--- src/rtl/poly_sweep_ctrl_pkg.sv ---
// Shared definitions for the quadratic sweep sequencer: state encoding and default sizes.
// Latency: n/a (declarations only).
// Backpressure: n/a.
package poly_sweep_ctrl_pkg;

    localparam int XW_DEF      = 8;
    localparam int YW_DEF      = 16;
    localparam int TIMEOUT_DEF = 64;

    typedef logic [2:0] state_t;

    localparam state_t ST_IDLE   = 3'd0;
    localparam state_t ST_ISSUE  = 3'd1;
    localparam state_t ST_WAIT   = 3'd2;
    localparam state_t ST_UPDATE = 3'd3;
    localparam state_t ST_DONE   = 3'd4;

endpackage

--- src/rtl/poly_sweep_ctrl_if.sv ---
// Request/response link between the sweep sequencer and the Resolve evaluator.
// Latency: n/a (wires only).
// Backpressure: master raises inicio only while slave holds ready; valid is a one-cycle result strobe.
// Signals: inicio (request), x (signed operand), ready (evaluator idle), valid (result strobe), y (signed result).
interface poly_sweep_ctrl_if
    import poly_sweep_ctrl_pkg::*;
#(
    parameter int XW = XW_DEF,
    parameter int YW = YW_DEF
);
    logic                 inicio;
    logic signed [XW-1:0] x;
    logic                 ready;
    logic                 valid;
    logic signed [YW-1:0] y;

    modport master (output inicio, output x, input ready, input valid, input y);
    modport slave  (input inicio, input x, output ready, output valid, output y);
endinterface

--- src/rtl/poly_sweep_ctrl_stats.sv ---
// Sweep statistics: running min/max with first-occurrence x, sample count and root events.
// Latency: results registered on the edge where load is high.
// Backpressure: none; one sample is absorbed per load pulse.
// Ports: clk/rst, clr (restart), load (new sample), y/x (sample), ymin/ymax/xmin/xmax,
//        n_amostras, raiz_cnt, raiz_x, raiz_ok.
module poly_stats
    import poly_sweep_ctrl_pkg::*;
#(
    parameter int XW = XW_DEF,
    parameter int YW = YW_DEF
) (
    input  logic                 clk,
    input  logic                 rst,
    input  logic                 clr,
    input  logic                 load,
    input  logic signed [YW-1:0] y,
    input  logic signed [XW-1:0] x,
    output logic signed [YW-1:0] ymin,
    output logic signed [YW-1:0] ymax,
    output logic signed [XW-1:0] xmin,
    output logic signed [XW-1:0] xmax,
    output logic        [XW:0]   n_amostras,
    output logic        [XW:0]   raiz_cnt,
    output logic signed [XW-1:0] raiz_x,
    output logic                 raiz_ok
);

    logic                 have_prev;
    logic signed [YW-1:0] y_prev;
    logic                 sign_flip;
    logic                 root_evt;

    // A crossing needs two nonzero neighbours of opposite sign; a zero
    // sample is itself the root, so it must not also count as a flip
    // on either side.
    always_comb begin
        sign_flip = have_prev && (y_prev != '0) && (y != '0) &&
                    (y_prev[YW-1] != y[YW-1]);
        root_evt  = (y == '0) || sign_flip;
    end

    always_ff @(posedge clk) begin
        if (rst || clr) begin
            ymin       <= '0;
            ymax       <= '0;
            xmin       <= '0;
            xmax       <= '0;
            n_amostras <= '0;
            raiz_cnt   <= '0;
            raiz_x     <= '0;
            raiz_ok    <= 1'b0;
            have_prev  <= 1'b0;
            y_prev     <= '0;
        end else if (load) begin
            n_amostras <= n_amostras + (XW+1)'(1);
            // Strict compares so a later tie keeps the earlier x.
            if (!have_prev || (y < ymin)) begin
                ymin <= y;
                xmin <= x;
            end
            if (!have_prev || (y > ymax)) begin
                ymax <= y;
                xmax <= x;
            end
            if (root_evt) begin
                raiz_cnt <= raiz_cnt + (XW+1)'(1);
                if (!raiz_ok) begin
                    raiz_x  <= x;
                    raiz_ok <= 1'b1;
                end
            end
            y_prev    <= y;
            have_prev <= 1'b1;
        end
    end

endmodule

--- src/rtl/poly_sweep_ctrl.sv ---
// Sweeps signed x from x_ini to x_fim by passo, evaluating each point through Resolve and tracking stats.
// Latency: first request one cycle after start; 3 cycles per point plus Resolve latency; done one cycle after last update.
// Backpressure: a request waits in ISSUE until sol.ready; each point gives up after TIMEOUT cycles without sol.valid.
// Ports: clk/rst, start/x_ini/x_fim/passo (sweep setup), sol (master link to Resolve), busy/done,
//        ymin/ymax/xmin/xmax, n_amostras, raiz_cnt/raiz_x/raiz_ok, err_range/err_timeout.
module poly_sweep_ctrl
    import poly_sweep_ctrl_pkg::*;
#(
    parameter int XW      = XW_DEF,
    parameter int YW      = YW_DEF,
    parameter int TIMEOUT = TIMEOUT_DEF
) (
    input  logic                 clk,
    input  logic                 rst,
    input  logic                 start,
    input  logic signed [XW-1:0] x_ini,
    input  logic signed [XW-1:0] x_fim,
    input  logic        [XW-1:0] passo,
    poly_sweep_ctrl_if.master    sol,
    output logic                 busy,
    output logic                 done,
    output logic signed [YW-1:0] ymin,
    output logic signed [YW-1:0] ymax,
    output logic signed [XW-1:0] xmin,
    output logic signed [XW-1:0] xmax,
    output logic        [XW:0]   n_amostras,
    output logic        [XW:0]   raiz_cnt,
    output logic signed [XW-1:0] raiz_x,
    output logic                 raiz_ok,
    output logic                 err_range,
    output logic                 err_timeout
);

    localparam int TW = $clog2(TIMEOUT + 1);

    state_t               state;
    logic signed [XW-1:0] x_cur;
    logic signed [XW-1:0] x_fim_r;
    logic        [XW-1:0] passo_r;
    logic        [TW-1:0] to_cnt;
    logic signed [YW-1:0] y_lat;
    logic                 range_hold;

    logic                 issue_go;
    logic                 start_acc;
    logic                 stats_load;
    logic signed [XW+1:0] x_nxt;
    logic signed [XW+1:0] x_fim_ext;

    // Two guard bits keep x_cur + passo exact, so a step past the top of
    // the signed range ends the sweep instead of wrapping negative.
    always_comb begin
        issue_go   = (state == ST_ISSUE) && sol.ready;
        start_acc  = (state == ST_IDLE) && start && !range_hold;
        stats_load = (state == ST_UPDATE);
        x_nxt      = $signed({{2{x_cur[XW-1]}}, x_cur}) + $signed({2'b00, passo_r});
        x_fim_ext  = $signed({{2{x_fim_r[XW-1]}}, x_fim_r});
    end

    assign sol.inicio = issue_go;
    assign sol.x      = x_cur;
    assign busy       = (state == ST_ISSUE) || (state == ST_WAIT) || (state == ST_UPDATE);
    assign done       = (state == ST_DONE);

    always_ff @(posedge clk) begin
        if (rst) begin
            state       <= ST_IDLE;
            x_cur       <= '0;
            x_fim_r     <= '0;
            passo_r     <= '0;
            to_cnt      <= '0;
            y_lat       <= '0;
            range_hold  <= 1'b0;
            err_range   <= 1'b0;
            err_timeout <= 1'b0;
        end else begin
            case (state)
                ST_IDLE: begin
                    // A bad range is flagged at capture and reported one
                    // idle cycle later, so done lands two cycles after start
                    // and start stays blocked in between.
                    if (range_hold) begin
                        range_hold <= 1'b0;
                        state      <= ST_DONE;
                    end else if (start) begin
                        x_cur       <= x_ini;
                        x_fim_r     <= x_fim;
                        passo_r     <= (passo == '0) ? XW'(1) : passo;
                        err_range   <= 1'b0;
                        err_timeout <= 1'b0;
                        if (x_ini > x_fim) begin
                            err_range  <= 1'b1;
                            range_hold <= 1'b1;
                        end else begin
                            state <= ST_ISSUE;
                        end
                    end
                end
                ST_ISSUE: begin
                    if (issue_go) begin
                        to_cnt <= '0;
                        state  <= ST_WAIT;
                    end
                end
                ST_WAIT: begin
                    if (sol.valid) begin
                        y_lat <= sol.y;
                        state <= ST_UPDATE;
                    end else if (to_cnt == TW'(TIMEOUT - 1)) begin
                        err_timeout <= 1'b1;
                        state       <= ST_DONE;
                    end else begin
                        to_cnt <= to_cnt + TW'(1);
                    end
                end
                ST_UPDATE: begin
                    if (x_nxt > x_fim_ext) begin
                        state <= ST_DONE;
                    end else begin
                        x_cur <= x_nxt[XW-1:0];
                        state <= ST_ISSUE;
                    end
                end
                ST_DONE: begin
                    state <= ST_IDLE;
                end
                default: begin
                    state <= ST_IDLE;
                end
            endcase
        end
    end

    poly_stats #(
        .XW (XW),
        .YW (YW)
    ) u_stats (
        .clk        (clk),
        .rst        (rst),
        .clr        (start_acc),
        .load       (stats_load),
        .y          (y_lat),
        .x          (x_cur),
        .ymin       (ymin),
        .ymax       (ymax),
        .xmin       (xmin),
        .xmax       (xmax),
        .n_amostras (n_amostras),
        .raiz_cnt   (raiz_cnt),
        .raiz_x     (raiz_x),
        .raiz_ok    (raiz_ok)
    );

endmodule
--- src/flat_wrapper.sv ---
// flat-port wrapper written by rule: the top's interface ports become plain ports
module poly_sweep_ctrl_flat import poly_sweep_ctrl_pkg::*;
#(
    parameter int XW      = XW_DEF,
    parameter int YW      = YW_DEF,
    parameter int TIMEOUT = TIMEOUT_DEF
)
  (clk, rst, start, x_ini, x_fim, passo, busy, done, ymin, ymax, xmin, xmax, n_amostras, raiz_cnt, raiz_x, raiz_ok, err_range, err_timeout, sol_inicio, sol_x, sol_ready, sol_valid, sol_y);
  poly_sweep_ctrl_if #(.XW(XW), .YW(YW)) sol_i ();
  input  logic clk;
  input  logic rst;
  input  logic start;
  input  logic signed [XW-1:0] x_ini;
  input  logic signed [XW-1:0] x_fim;
  input  logic        [XW-1:0] passo;
  output logic busy;
  output logic done;
  output logic signed [YW-1:0] ymin;
  output logic signed [YW-1:0] ymax;
  output logic signed [XW-1:0] xmin;
  output logic signed [XW-1:0] xmax;
  output logic        [XW:0] n_amostras;
  output logic        [XW:0] raiz_cnt;
  output logic signed [XW-1:0] raiz_x;
  output logic raiz_ok;
  output logic err_range;
  output logic err_timeout;
  output wire logic [$bits(sol_i.inicio)-1:0] sol_inicio;
  output wire logic [$bits(sol_i.x)-1:0] sol_x;
  input wire logic [$bits(sol_i.ready)-1:0] sol_ready;
  input wire logic [$bits(sol_i.valid)-1:0] sol_valid;
  input wire logic [$bits(sol_i.y)-1:0] sol_y;
  assign sol_inicio = sol_i.inicio;
  assign sol_x = sol_i.x;
  assign sol_i.ready = sol_ready;
  assign sol_i.valid = sol_valid;
  assign sol_i.y = sol_y;
  poly_sweep_ctrl #(.XW(XW), .YW(YW), .TIMEOUT(TIMEOUT)) u_core (.clk(clk), .rst(rst), .start(start), .x_ini(x_ini), .x_fim(x_fim), .passo(passo), .sol(sol_i), .busy(busy), .done(done), .ymin(ymin), .ymax(ymax), .xmin(xmin), .xmax(xmax), .n_amostras(n_amostras), .raiz_cnt(raiz_cnt), .raiz_x(raiz_x), .raiz_ok(raiz_ok), .err_range(err_range), .err_timeout(err_timeout));
endmodule
--- config.mk ---
export PLATFORM = sky130hd
export DESIGN_NAME = poly_sweep_ctrl_flat
export DESIGN_NICKNAME = d
export VERILOG_FILES = /design/src/rtl/poly_sweep_ctrl_pkg.sv /design/src/rtl/poly_sweep_ctrl_if.sv /design/src/rtl/poly_sweep_ctrl_stats.sv /design/src/rtl/poly_sweep_ctrl.sv /design/src/flat_wrapper.sv
export SDC_FILE = /design/constraint.sdc
export NUM_CORES = 1
export LEC_CHECK = 0
export BUFFER_PORTS_ARGS = -buffer_cell sky130_fd_sc_hd__buf_2
export CAP_MARGIN = 0
export CORE_MARGIN = 2
export CORE_UTILIZATION = 35
export DETAILED_ROUTE_END_ITERATION = 8
export GPL_ROUTABILITY_DRIVEN = 0
export PLACE_DENSITY_LB_ADDON = 0.08
export SLEW_MARGIN = 20
export SYNTH_ARGS = -nofsm -noshare
export SYNTH_HDL_FRONTEND = slang
export SYNTH_SLANG_ARGS = --single-unit
export TNS_END_PERCENT = 20
--- constraint.sdc ---
create_clock -name clk -period 4.03 [get_ports clk]
set_input_delay 0.403 -clock clk [delete_from_list [all_inputs] [get_ports clk]]
set_output_delay 0.403 -clock clk [all_outputs]
set_load 0.1 [all_outputs]
Yosys cells after proc, flatten, opt, wreduce, memory -nomap -nowiden:

Cells that the tools add are included.
Widths: inputs -> output; s select.

* $mul: 0
* add/sub/neg operators: 4
* bitwise gates (word level): 2
* reduce and logical (&&, ||, !) cells: 32
* shift-type cells: 0
* divide/modulo/power cells: 0
* mux-type cells: 25
* $lt $le $gt $ge: 4
* equality and inequality tests: 16

Operators by type and width (count)
* $mux 8: 4
* $reduce_bool 16->1: 2
* $mux 3: 7
* $mux 7: 3
* $add 9x1->9 const B: 2
* $gt 16x16->1: 1
* $logic_not 16->1: 1
* $lt 16x16->1: 1
* $pmux 8 s2: 1
* $ne 2x2->1 const B: 7
* $pmux 7 s2: 1
* $pmux 3 s4: 1
* $reduce_and 4->1: 3
* $add 8x9->10: 1
* $gt 10x8->1: 1
* $gt 8x8->1: 1
* $logic_not 8->1: 1
* $reduce_and 2->1: 4
* $add 7x1->7 const B: 1
* $eq 7x6->1 const B: 1
* $mux 1: 7
* $eq 3x2->1 const B: 2
* $logic_and 1x1->1: 6
* $logic_or 1x1->1: 6
* 12 further kinds: 18

* memories: 0
* bits in writable memories: 0
* logic and storage cells: 102
* flip-flop bits (word level): 145
* bits in read-only memories: 0
* latch bits: 0
* output and inout bits: 88

Depth between registers and ports, before layout:

Gate-level depths: netlist of the first run.

* depth after elaboration: 6
* gate-level depth with buffers: 17
* depth with buffers taken out: 17

Hierarchy:

Synthesis of the first run repeated with hierarchy kept, for this count alone.

* cells, all modules: 870
* area, all modules: 7480.9 µm²

Modules (own cells, without submodules)
* poly_stats: area an instance 4479.3 µm², sequential area each 1841.8 µm², cells each 489, instances 1
* poly_sweep_ctrl: area an instance 3001.6 µm², sequential area each 1061.0 µm², cells each 381, instances 1

Worst setup path before layout of the first run:

Ideal clock, no wire load.

* path type: register to register
* start point: register u_core.x_cur[4], in the netlist u_core.sol.x[4]
* end point: register u_core.x_cur[0], in the netlist u_core.sol.x[0]
* period minus slack after synthesis: 4114 ps
* stages on the path, launching flop included: 15
* arrival time: 4023 ps
* setup time: 91 ps
* buffers on the path: 0
* slack: -84 ps
* cells stage by stage: dfxtp_1 > ha_1 > and3_1 > a221o_1 > nor4_1 > nor3_1 > a21oi_1 > xnor2_1 > ha_1 > and4_1 > a221oi_1 > nor3_1 > o21ai_1 > nor2_1 > a311oi_1

* longest elaborated chain between the ends: 4

RTL lines
* start: declaration: line poly_sweep_ctrl.sv:37 `logic signed [XW-1:0] x_cur;`
* start signal: assignment: line poly_sweep_ctrl.sv:86 `x_cur <= x_ini;`
* start signal: assignment: line poly_sweep_ctrl.sv:120 `x_cur <= x_nxt[XW-1:0];`
* $add 8x9->10: line poly_sweep_ctrl.sv:56 `x_nxt = $signed({{2{x_cur[XW-1]}}, x_cur}) + $signed({2'b00, passo_r});`
* $gt 10x8->1: line poly_sweep_ctrl.sv:117 `if (x_nxt > x_fim_ext) begin`
* $ne 2x2->1 (no source line)
* $reduce_and 4->1 (no source line)

Every way passes these cells.
A chain may end at the register's enable or synchronous reset.

Final worst setup path of the first run:

* start point: register u_core.x_cur[2], in the netlist u_core.sol.x[2]
* end point: register u_core.x_cur[3], in the netlist u_core.sol.x[3]

* longest elaborated chain between the ends: 4
* elaborated cells between the ends (all ways): 6
* those cells by class: add/sub: 1; order compare: 1; eq/ne: 1; mux: 2; reduce/logical: 1

RTL lines (line)
* $add 8x9->10 (*): poly_sweep_ctrl.sv:56
* $gt 10x8->1: poly_sweep_ctrl.sv:117
* $ne 2x2->1 (no source line)
* $reduce_and 4->1 (no source line)

Mark *: on every way between the ends. The rest lies on a longest branch, timed or not. The select of a mux whose other input is x is not followed.

==> results of run 1 <==
-- metrics by stage --
stage | std cells | power [W] | instance area [sq um]
2_1_floorplan | 894 | 0.00279 | 7270
3_3_place_gp | 1266 | 0.00318 | 8210
3_5_place_dp | 1266 | 0.00317 | 8210
4_1_cts | 1298 | 0.00484 | 8830
5_1_grt | 1298 | 0.00507 | 8840
6_report | 1298 | 0.00479 | 8840
-- power by group through the flow --
stage	registers (W)	logic (W)	clock network, W
floorplan	0.00186	0.000930	0
global placement	0.00167	0.00151	0
detailed placement	0.00167	0.00150	0
CTS	0.00164	0.00151	0.00169
global route	0.00165	0.00166	0.00175
finish	0.00164	0.00150	0.00165
-- worst min-delay path, delay by kind of cell --
kind	cells	cell delay (ns)
AOI/OAI and AO/OA	1	0.05
buffers and inverters	1	0.10
and+or+nand+nor	1	0.05
-- cell usage in the layout (no fill, tap or decap), types with 3 or more instances in the layout --
| cell | count |
|---|---|
| nor3_1 | 13 |
| a211oi_1 | 4 |
| a21o_1 | 5 |
| buf_2 | 132 |
| clkbuf_16 | 17 |
| o21a_1 | 3 |
| nand3_1 | 44 |
| ha_1 | 61 |
| nor2_1 | 77 |
| a31oi_1 | 4 |
| dfxtp_2 | 5 |
| nor4_1 | 11 |
| nand2b_1 | 6 |
| a311oi_1 | 3 |
| and3_1 | 7 |
| inv_1 | 63 |
| dfxtp_1 | 140 |
| and2_1 | 6 |
| a21oi_1 | 110 |
| clkinv_4 | 5 |
| mux2i_1 | 28 |
| o21ai_0 | 40 |
| nand2_1 | 134 |
| bufinv_16 | 3 |
| xnor2_1 | 11 |
| and4_1 | 5 |
| clkinvlp_4 | 4 |
| nor2b_1 | 5 |
| buf_4 | 14 |
| nand4_1 | 10 |
| xor2_1 | 14 |
-- final cells by class --
cell class | count | area [sq um] | area share
well taps | 270 | 338 | 0.0382
clock buffers | 18 | 439 | 0.0497
multi-input cells | 641 | 3950 | 0.447
repair buffers | 147 | 786 | 0.0889
inverters | 63 | 236 | 0.0268
clock inverters | 14 | 181 | 0.0205
flip-flops and latches | 145 | 2910 | 0.329
-- registers in the layout (all words and copies together) (netlist names) --
name,cells
u_core.u_stats.y_prev,16
u_core.u_stats.ymax,16
u_core.u_stats.ymin,16
u_core.y_lat,16
u_core.u_stats.n_amostras,9
u_core.u_stats.raiz_cnt,9
u_core.passo_r,8
u_core.sol.x,8
u_core.u_stats.raiz_x,8
u_core.u_stats.xmax,8
u_core.u_stats.xmin,8
u_core.x_fim_r,8
u_core.to_cnt,7
u_core.state,3
u_core.err_range,1
u_core.err_timeout,1
u_core.range_hold,1
u_core.u_stats.have_prev,1
u_core.u_stats.raiz_ok,1
-- how the worst max path moves through the flow --
stage / cells past startpoint / slack, ns / startpoint / endpoint
floorplan: 16 / 0.29 / u_core.sol.x[0] / u_core.sol.x[0]
detailed placement: 14 / 0.19 / u_core.sol.x[2] / u_core.sol.x[4]
global route: 17 / 0.02 / u_core.sol.x[0] / u_core.sol.x[4]
finish: 14 / 0.32 / u_core.sol.x[2] / u_core.sol.x[3]
CTS: 14 / 0.18 / u_core.sol.x[2] / u_core.sol.x[3]
global placement: 14 / 0.27 / u_core.sol.x[2] / u_core.sol.x[3]
-- routing by layer --
metal | global-route usage | share of wire
met4 | 0.0457 | 0.012
met1 | 0.260 | 0.49
met3 | 0.0423 | 0.041
met2 | 0.286 | 0.46
met5 | 0 | 0
-- synthesized netlist by cell type (2+ instances only) --
master,n
dfxtp_1,145
nand2_1,134
a21oi_1,111
nor2_1,77
inv_1,63
ha_1,61
nand3_1,44
o21ai_0,40
clkbuf_1,31
mux2i_1,29
xor2_1,14
nor3_1,13
nor4_1,11
xnor2_1,11
nand4_1,10
buf_2,8
and3_1,7
nand2b_1,7
and2_1,6
a21o_1,5
and4_1,5
nor2b_1,5
a211oi_1,4
a31oi_1,4
a311oi_1,3
buf_1,3
buf_6,3
o21a_1,3
a221oi_1,2
nand3b_1,2
nor3b_1,2
o211ai_1,2
o21ai_1,2
o31a_1,2
-- repair_timing --
action                                 CTS  global route
endpoints found under the hold margin    0             0
setup endpoints to repair                0             7
hold buffers                             0             0
resized for setup                        0             2
-- kinds of logic after synthesis --
logic type,synth area share
compound gates,0.150
xor+xnor,0.0301
fa+ha+maj,0.108
buf+inv,0.0603
flops,0.400
mux,0.0415
simple gates,0.210
==> results.py, run 1 <==
metrics = {
    "run_status": {
        "status": "complete, no violations",
    },
    "min_path": {
        "worstHoldStart": "sol_y[9]",
        "min_to": "u_core.y_lat[9]",
        "hold_class": "input port to flop",
        "hold_depth": 3,
    },
    "clock_tree": {
        "htreeDepth": 4,
        "worst_skew_pair.late_latency_ns": 0.42,
        "cts_tree": "yes",
        "path_clk_slew_ns": 0.06,
        "cts_buffer_depth": 2,
        "clockRootBuffer": "clkbuf_16",
        "clock_sink_count": 145,
        "post_cts_buffers": 0,
        "cts_made_buffers": 17,
    },
    "routing": {
        "routed-via-count": 6458,
        "totalWireLength_um": 20100,
        "avgRoutedWirePerCell_um": 15.5,
        "ant_nets": 0,
        "drc": 0,
        "drt_iter0_drc": 316,
        "first_pass_iters": 4,
        "routed_via_density": 4.98,
    },
    "pwr": {
        "power_switching_w": 0.00181,
        "leakage_nw": 3.83,
        "peakVddDrop_v": 0.000406,
        "p_seq_frac": 0.342,
        "power_density_mw_per_mm2": 542,
        "share_comb_of_total_power": 0.314,
        "p_sw_frac": 0.377,
        "clkPwrFrac": 0.344,
        "cellInternalPower_w": 0.00299,
    },
    "layout": {
        "final_core_util": 0.435,
        "fillers": 2147,
        "fin_nets": 1122,
        "areaGrowthSynthToFinish_pct": 21.7,
        "antenna_cells": 0,
        "layout-drive-gt1-share": 0.192,
    },
    "timing": {
        "whs_ns": 0.223,
        "worst_slew_pin_slew_ns": 0.900,
        "tns_ns": 0,
        "finalHoldViolCount": 0,
        "fmax_mhz": 270,
        "fin_ws_ns": 0.324,
        "rsz0062_at_grt": "false",
        "setup_violations": 0,
        "min_period_ns": 3.71,
        "slew_viol_final": 0,
        "skew_ns": 0.0103,
        "period_share": 0.920,
        "slew-limit-headroom": 0.400,
    },
    "worst_setup_path": {
        "critical_path_class": "flop to flop",
        "critPathLaunchType": "flop",
        "end_kind": "flop",
        "rr_worst_depth": 14,
        "cp_num_buf_inv": 0,
        "arrival_ns": 4.02,
        "cp.required_ns": 4.34,
        "cp_top_family": "compound AO/OA/AOI/OAI gates",
        "slowest_stage": "dfxtp_2",
        "path_cells": "ha_1, and3_1, a221o_1, nor4_1, nor3_1, a21oi_1, xnor2_1, ha_1, and4_1, a221oi_1, nor3_1, o21ai_2, nor2_1, a311oi_1",
        "crit_path_max_fanout": 8,
        "rrSetupSlack_ns": 0.32,
        "cpPeakStageDelay_ns": 0.36,
        "rr_endpoint": "u_core.sol.x[3]",
        "reg2reg_from": "u_core.sol.x[2]",
    },
    "global_route": {
        "antenna_found_initial": 0,
        "track_usage": 0.184,
        "grt_first_pass_wirelength_um": 32000,
        "grt_pass1_vias": 5994,
        "grt_remaining_overflow": 0,
        "grt_max_degree": 38,
    },
    "floorplan": {
        "io_pins": 133,
        "core_sq_mm": 0.0203,
        "rows": 52,
        "initial_core_util": 0.358,
        "dieArea_sq_mm": 0.0219,
        "die-width_um": 148,
        "fp.dieH_um": 148,
    },
    "logic_synthesis": {
        "synth_ff_type": "dfxtp_1",
        "synth.area.top_cells": "dfxtp_1 40%, ha_1 11%, a21oi_1 7.6%",
        "synthesis.nets": 1001,
        "synth_top_cell_by_area": "dfxtp_1",
        "syn_area_sq_mm": 0.00726,
        "synth_edf_count": 0,
        "synth_top_area_frac": 0.400,
        "yosysSeqAreaShare": 0.400,
        "ys_ff_latch": 145,
        "yosys_warnings": 0,
        "synth.distinct_cells": 59,
        "netlist_instances": 894,
        "asyncSetResetFlopFracSynth": 0,
        "synth_area_per_cell_sq_um": 8.12,
    },
    "place": {
        "io_buffers": 132,
        "post-place-ws_ns": 0.193,
        "detailed_place_hpwl_um": 15000,
    },
    "job": {
        "cap_violations": 0,
    },
}
Power figures use the tool's default switching activity.
==> run 2: changes to the inputs <==
clock period = 3.65 ns   (was 4.03 ns; I/O delays follow)
==> run 2 against run 1 <==
Sequential power up 9%; combinational power grew 21%; non-clock buffer count grew 16; final area grew 1.9%; global-route usage is 0.76 points higher; critical path depth stayed put; clock skew is 0.0025 ns lower; first-iteration DRC count is 1.6% lower; count of clock-buffer cells in the layout did not move; critical endpoint is now u_core.sol.x[7]; largest cell class unchanged; largest power group is now combinational logic; highest routed layer unchanged.
==> results.py, run 2 (same netlist as run 1, synthesis figures left out) <==
metrics = {
    "min_path": {
        "min_to": "u_core.y_lat[11]",
        "hold_class": "input port to flop",
        "worstHoldStart": "sol_y[11]",
        "hold_depth": 3,
    },
    "floorplan": {
        "rows": 52,
        "fp.dieH_um": 148,
        "io_pins": 133,
        "core_sq_mm": 0.0203,
        "die-width_um": 148,
        "initial_core_util": 0.358,
        "dieArea_sq_mm": 0.0219,
    },
    "clock_tree": {
        "cts_tree": "yes",
        "clockRootBuffer": "clkbuf_16",
        "clock_sink_count": 145,
        "cts_buffer_depth": 2,
        "postCtsHoldBufs": 0,
        "path_clk_slew_ns": 0.06,
        "worst_skew_pair.late_latency_ns": 0.42,
        "cts_made_buffers": 17,
        "htreeDepth": 4,
    },
    "layout": {
        "antenna_cells": 0,
        "layout-drive-gt1-share": 0.209,
        "fillers": 2112,
        "fin_nets": 1138,
        "areaGrowthSynthToFinish_pct": 23.9,
        "final_common_cell": "dfxtp_1",
        "final_core_util": 0.443,
        "seqCellArea_sq_mm": 0.00292,
        "multi_input_area_sq_mm": 0.00399,
        "mostFrequentLayoutCells": "140 x dfxtp_1, 134 x nand2_1, 132 x buf_2, 110 x a21oi_1, 77 x nor2_1",
    },
    "global_route": {
        "grt_remaining_overflow": 0,
        "antenna_found_initial": 0,
        "grt_pass1_vias": 6206,
        "grt_max_degree": 54,
        "grt_first_pass_wirelength_um": 33100,
        "track_usage": 0.192,
    },
    "worst_setup_path": {
        "rrSetupSlack_ns": 0.22,
        "cp.required_ns": 3.98,
        "critical_path_class": "flop to flop",
        "arrival_ns": 3.76,
        "critPathLaunchType": "flop",
        "crit_path_max_fanout": 7,
        "rr_endpoint": "u_core.sol.x[7]",
        "end_kind": "flop",
        "rr_worst_depth": 14,
        "reg2reg_from": "u_core.sol.x[2]",
    },
    "job": {
        "cap_violations": 0,
    },
    "timing": {
        "skew_ns": 0.00779,
        "tns_ns": 0,
        "fmax_mhz": 291,
        "min_period_ns": 3.43,
        "period_share": 0.941,
        "finalHoldViolCount": 0,
        "slew-limit-headroom": 0.455,
        "worst_slew_pin_slew_ns": 0.816,
        "slew_viol_final": 0,
        "setup_violations": 0,
    },
    "pwr": {
        "power_density_mw_per_mm2": 601,
        "leakage_nw": 3.94,
        "peakVddDrop_v": 0.000474,
    },
    "routing": {
        "first_pass_iters": 4,
        "routed-via-count": 6480,
        "totalWireLength_um": 20900,
        "ant_nets": 0,
        "drc": 0,
        "avgRoutedWirePerCell_um": 15.9,
        "drt_iter0_drc": 311,
        "routed_via_density": 4.94,
    },
    "place": {
        "io_buffers": 132,
        "detailed_place_hpwl_um": 15100,
    },
    "run_status": {
        "status": "complete, no violations",
    },
}
[run 2: cell type report]
class                   instances  area share
flip-flops and latches        145       0.325
inverters                      63      0.0263
clock inverters                12      0.0177
multi-input cells             641       0.443
clock buffers                  18      0.0488
repair buffers                163       0.102
well taps                     270      0.0375
[run 2: power breakdown]
part           total, W  switching (W)  internal (W)  leakage [nW]
Combinational   0.00181        0.00123      0.000583          2.47
Clock           0.00181       0.000716       0.00109         0.289
Sequential      0.00179       0.000104       0.00169          1.18
Total           0.00541        0.00205       0.00336          3.94
[run 2: worst max path at each step]
| stage | cells past startpoint | endpoint | slack (ns) | startpoint |
|---|---|---|---|---|
| floorplan | 13 | u_core.sol.x[5] | 0.08 | u_core.sol.x[6] |
| global placement | 15 | u_core.sol.x[5] | 0.05 | u_core.sol.x[4] |
| detailed placement | 15 | u_core.sol.x[5] | 0.005 | u_core.sol.x[4] |
| CTS | 15 | u_core.sol.x[5] | 0.01 | u_core.sol.x[4] |
| global route | 15 | u_core.sol.x[4] | -0.02 | u_core.sol.x[2] |
| finish | 14 | u_core.sol.x[7] | 0.22 | u_core.sol.x[2] |
[run 2: per-stage QoR]
step	area [sq um]	hold WS (ns)	power, W	setup slack (ns)	cells
5_1_grt	9000	0.174	0.00573	-0.0153	1312
6_report	9000	0.175	0.00541	0.215	1312
4_1_cts	8950	0.165	0.00542	0.0105	1311
2_1_floorplan	7280	0.436	0.00308	0.0823	894
3_5_place_dp	8340	0.449	0.00359	0.00485	1281
3_3_place_gp	8340	0.445	0.00359	0.0474	1281
[run 2: worst max-delay path: stages, from the launching register on]
cell and delay (ns):
dfxtp_4 0.34, ha_1 0.33, and3_1 0.18, a221o_1 0.35, nor4_2 0.15, nor3_1 0.11
a21oi_1 0.18, xnor2_1 0.15, ha_1 0.30, and4_1 0.23, a221oi_2 0.29, o31a_1 0.24
nor2_4 0.07, buf_4 0.15, o41ai_2 0.26
[run 2: repair_timing]
item                       in CTS  in global routing
setup buffers                   0                  1
resized for setup               1                  9
pin swaps                       0                  6
setup endpoints to repair       4                  9
[run 2: metal layers]
| layer | vias up | GRT usage | part of all wire |
|---|---|---|---|
| met2 | 127 | 0.291 | 0.45 |
| met3 | 18 | 0.0408 | 0.049 |
| met4 | 0 | 0.0562 | 0.013 |
| li1 | 3340 | - | - |
| met1 | 2995 | 0.275 | 0.49 |
| met5 | - | 0 | 0 |
==> run 3: changes to the inputs <==
SKIP_LAST_GASP = 1   (was unset)
clock period = 4.4 ns   (was 3.65 ns; I/O delays follow)
==> run 3 against run 2 <==
Count of clock-buffer cells in the layout decreased by 1; global-route usage shrank 0.10 points; cell count fell by 0.99%; core utilization shrank 1.2 points; combinational power is 24% lower; final area is 2.8% lower; via count shrank 0.45%; die area is the same; register-to-register slack gained 0.41 ns; sequential power decreased by 17%; clock power shrank 24%; clock skew increased by 0.0058 ns; largest cell class unchanged; largest power group is now registers.
==> results.py, run 3 (same netlist as run 1, synthesis figures left out) <==
metrics = {
    "floorplan": {
        "fp.dieH_um": 148,
        "io_pins": 133,
        "dieArea_sq_mm": 0.0219,
        "rows": 52,
        "initial_core_util": 0.358,
        "die-width_um": 148,
        "core_sq_mm": 0.0203,
    },
    "clock_tree": {
        "ctsResizeCount": 0,
        "cts_made_buffers": 17,
        "cts_tree": "yes",
        "clockRootBuffer": "clkbuf_16",
        "clock_sink_count": 145,
        "worst_skew_pair.late_latency_ns": 0.43,
        "path_clk_slew_ns": 0.06,
        "htreeDepth": 4,
        "cts_buffer_depth": 2,
        "postCtsHoldBufs": 0,
        "post_cts_buffers": 0,
    },
    "global_route": {
        "track_usage": 0.191,
        "grt_use_met1": 0.262,
        "grt_pass1_vias": 6290,
        "grt_max_degree": 53,
        "busiest_layer": "met2",
        "antenna_found_initial": 0,
        "grt_remaining_overflow": 0,
        "grt_first_pass_wirelength_um": 33200,
        "gr-usage-met2": 0.303,
        "met3_usage": 0.0423,
    },
    "timing": {
        "fmax_mhz": 265,
        "worst_slew_pin_slew_ns": 1.09,
        "slew-limit-headroom": 0.274,
        "skew_ns": 0.0136,
        "slew_viol_final": 0,
        "tns_ns": 0,
        "min_period_ns": 3.78,
        "rsz0062_at_grt": "false",
        "setup_violations": 0,
        "finalHoldViolCount": 0,
        "period_share": 0.858,
        "whs_ns": 0.259,
    },
    "worst_setup_path": {
        "slowest_stage": "o21ai_1",
        "path_cells": "ha_1, and3_1, a221o_1, nor4_1, nor3_1, a21oi_1, xnor2_1, ha_1, and4_1, a221oi_1, nor3_1, o21ai_1, nor2_1, a311oi_1",
        "cp_top_family": "compound AO/OA/AOI/OAI gates",
        "arrival_ns": 4.11,
        "critical_path_class": "flop to flop",
        "cp_num_buf_inv": 0,
        "crit_path_max_fanout": 8,
        "critPathLaunchType": "flop",
        "cpPeakStageDelay_ns": 0.51,
        "end_kind": "flop",
        "cp.required_ns": 4.73,
    },
    "job": {
        "cap_violations": 0,
    },
    "layout": {
        "mostFrequentLayoutCells": "145 x dfxtp_1, 134 x nand2_1, 132 x buf_2, 110 x a21oi_1, 77 x nor2_1",
        "layout-drive-gt1-share": 0.187,
        "final_common_cell": "dfxtp_1",
        "areaGrowthSynthToFinish_pct": 20.5,
        "fin_nets": 1123,
        "antenna_cells": 0,
    },
    "pwr": {
        "power_density_mw_per_mm2": 485,
        "peakVddDrop_v": 0.000345,
        "leakage_nw": 3.82,
    },
    "routing": {
        "first_pass_iters": 4,
        "drc": 0,
        "routed-via-count": 6451,
        "ant_nets": 0,
        "avgRoutedWirePerCell_um": 15.9,
        "drt_iter0_drc": 252,
        "routed_via_density": 4.97,
        "totalWireLength_um": 20700,
    },
    "place": {
        "io_buffers": 132,
        "detailed_place_hpwl_um": 14900,
    },
    "run_status": {
        "status": "complete, no violations",
    },
    "min_path": {
        "hold_class": "input port to flop",
    },
}
run 3: cell type report:
type                    instances  area [sq um]
well taps                     270           338
repair buffers                148           793
flip-flops and latches        145          2900
multi-input cells             641          3940
clock inverters                15           121
inverters                      63           236
fillers                      2151         11500
clock buffers                  17           425
run 3: stage by stage:
step	cell area (sq um)	setup WS [ns]	util	total power (W)	cells
final	8750	0.623	0.431	0.00424	1299
after global routing	8750	0.238	0.431	0.00450	1299
after CTS	8750	0.602	0.431	0.00430	1299
after detailed placement	8210	0.631	0.404	0.00292	1267
after global placement	8210	0.683	0.404	0.00292	1267
after floorplan	7260	0.286	-	0.00255	894
run 3: path summary, 6_finish.rpt:
kind | start | end | slack (ns) | depth (start not counted)
worst max-delay path | u_core.sol.x[4] | u_core.sol.x[4] | 0.62 | 14
worst min-delay path | sol_y[11] | u_core.y_lat[11] | 0.26 | 3
worst max register to register | u_core.sol.x[4] | u_core.sol.x[4] | 0.62 | 14
worst min register to register | u_core.u_stats.y_prev[2] | u_core.u_stats.y_prev[2] | 0.46 | 2
run 3: power by group:
group          internal (W)  leakage, nW  switching, W
Combinational      0.000426         2.37      0.000954
Sequential          0.00139         1.17      0.000101
Clock              0.000736        0.271      0.000632
Total               0.00256         3.82       0.00169
run 3: per-layer routing:
metal / up-vias / wire, um
li1: 3313 / -
met1: 3011 / 10300
met2: 109 / 9360
met3: 18 / 757
met4: 0 / 322
met5: - / 0
run 3: worst min-delay path: stages:
cell and delay [ns]:
buf_2 0.09, nand2_1 0.05, a21oi_1 0.05
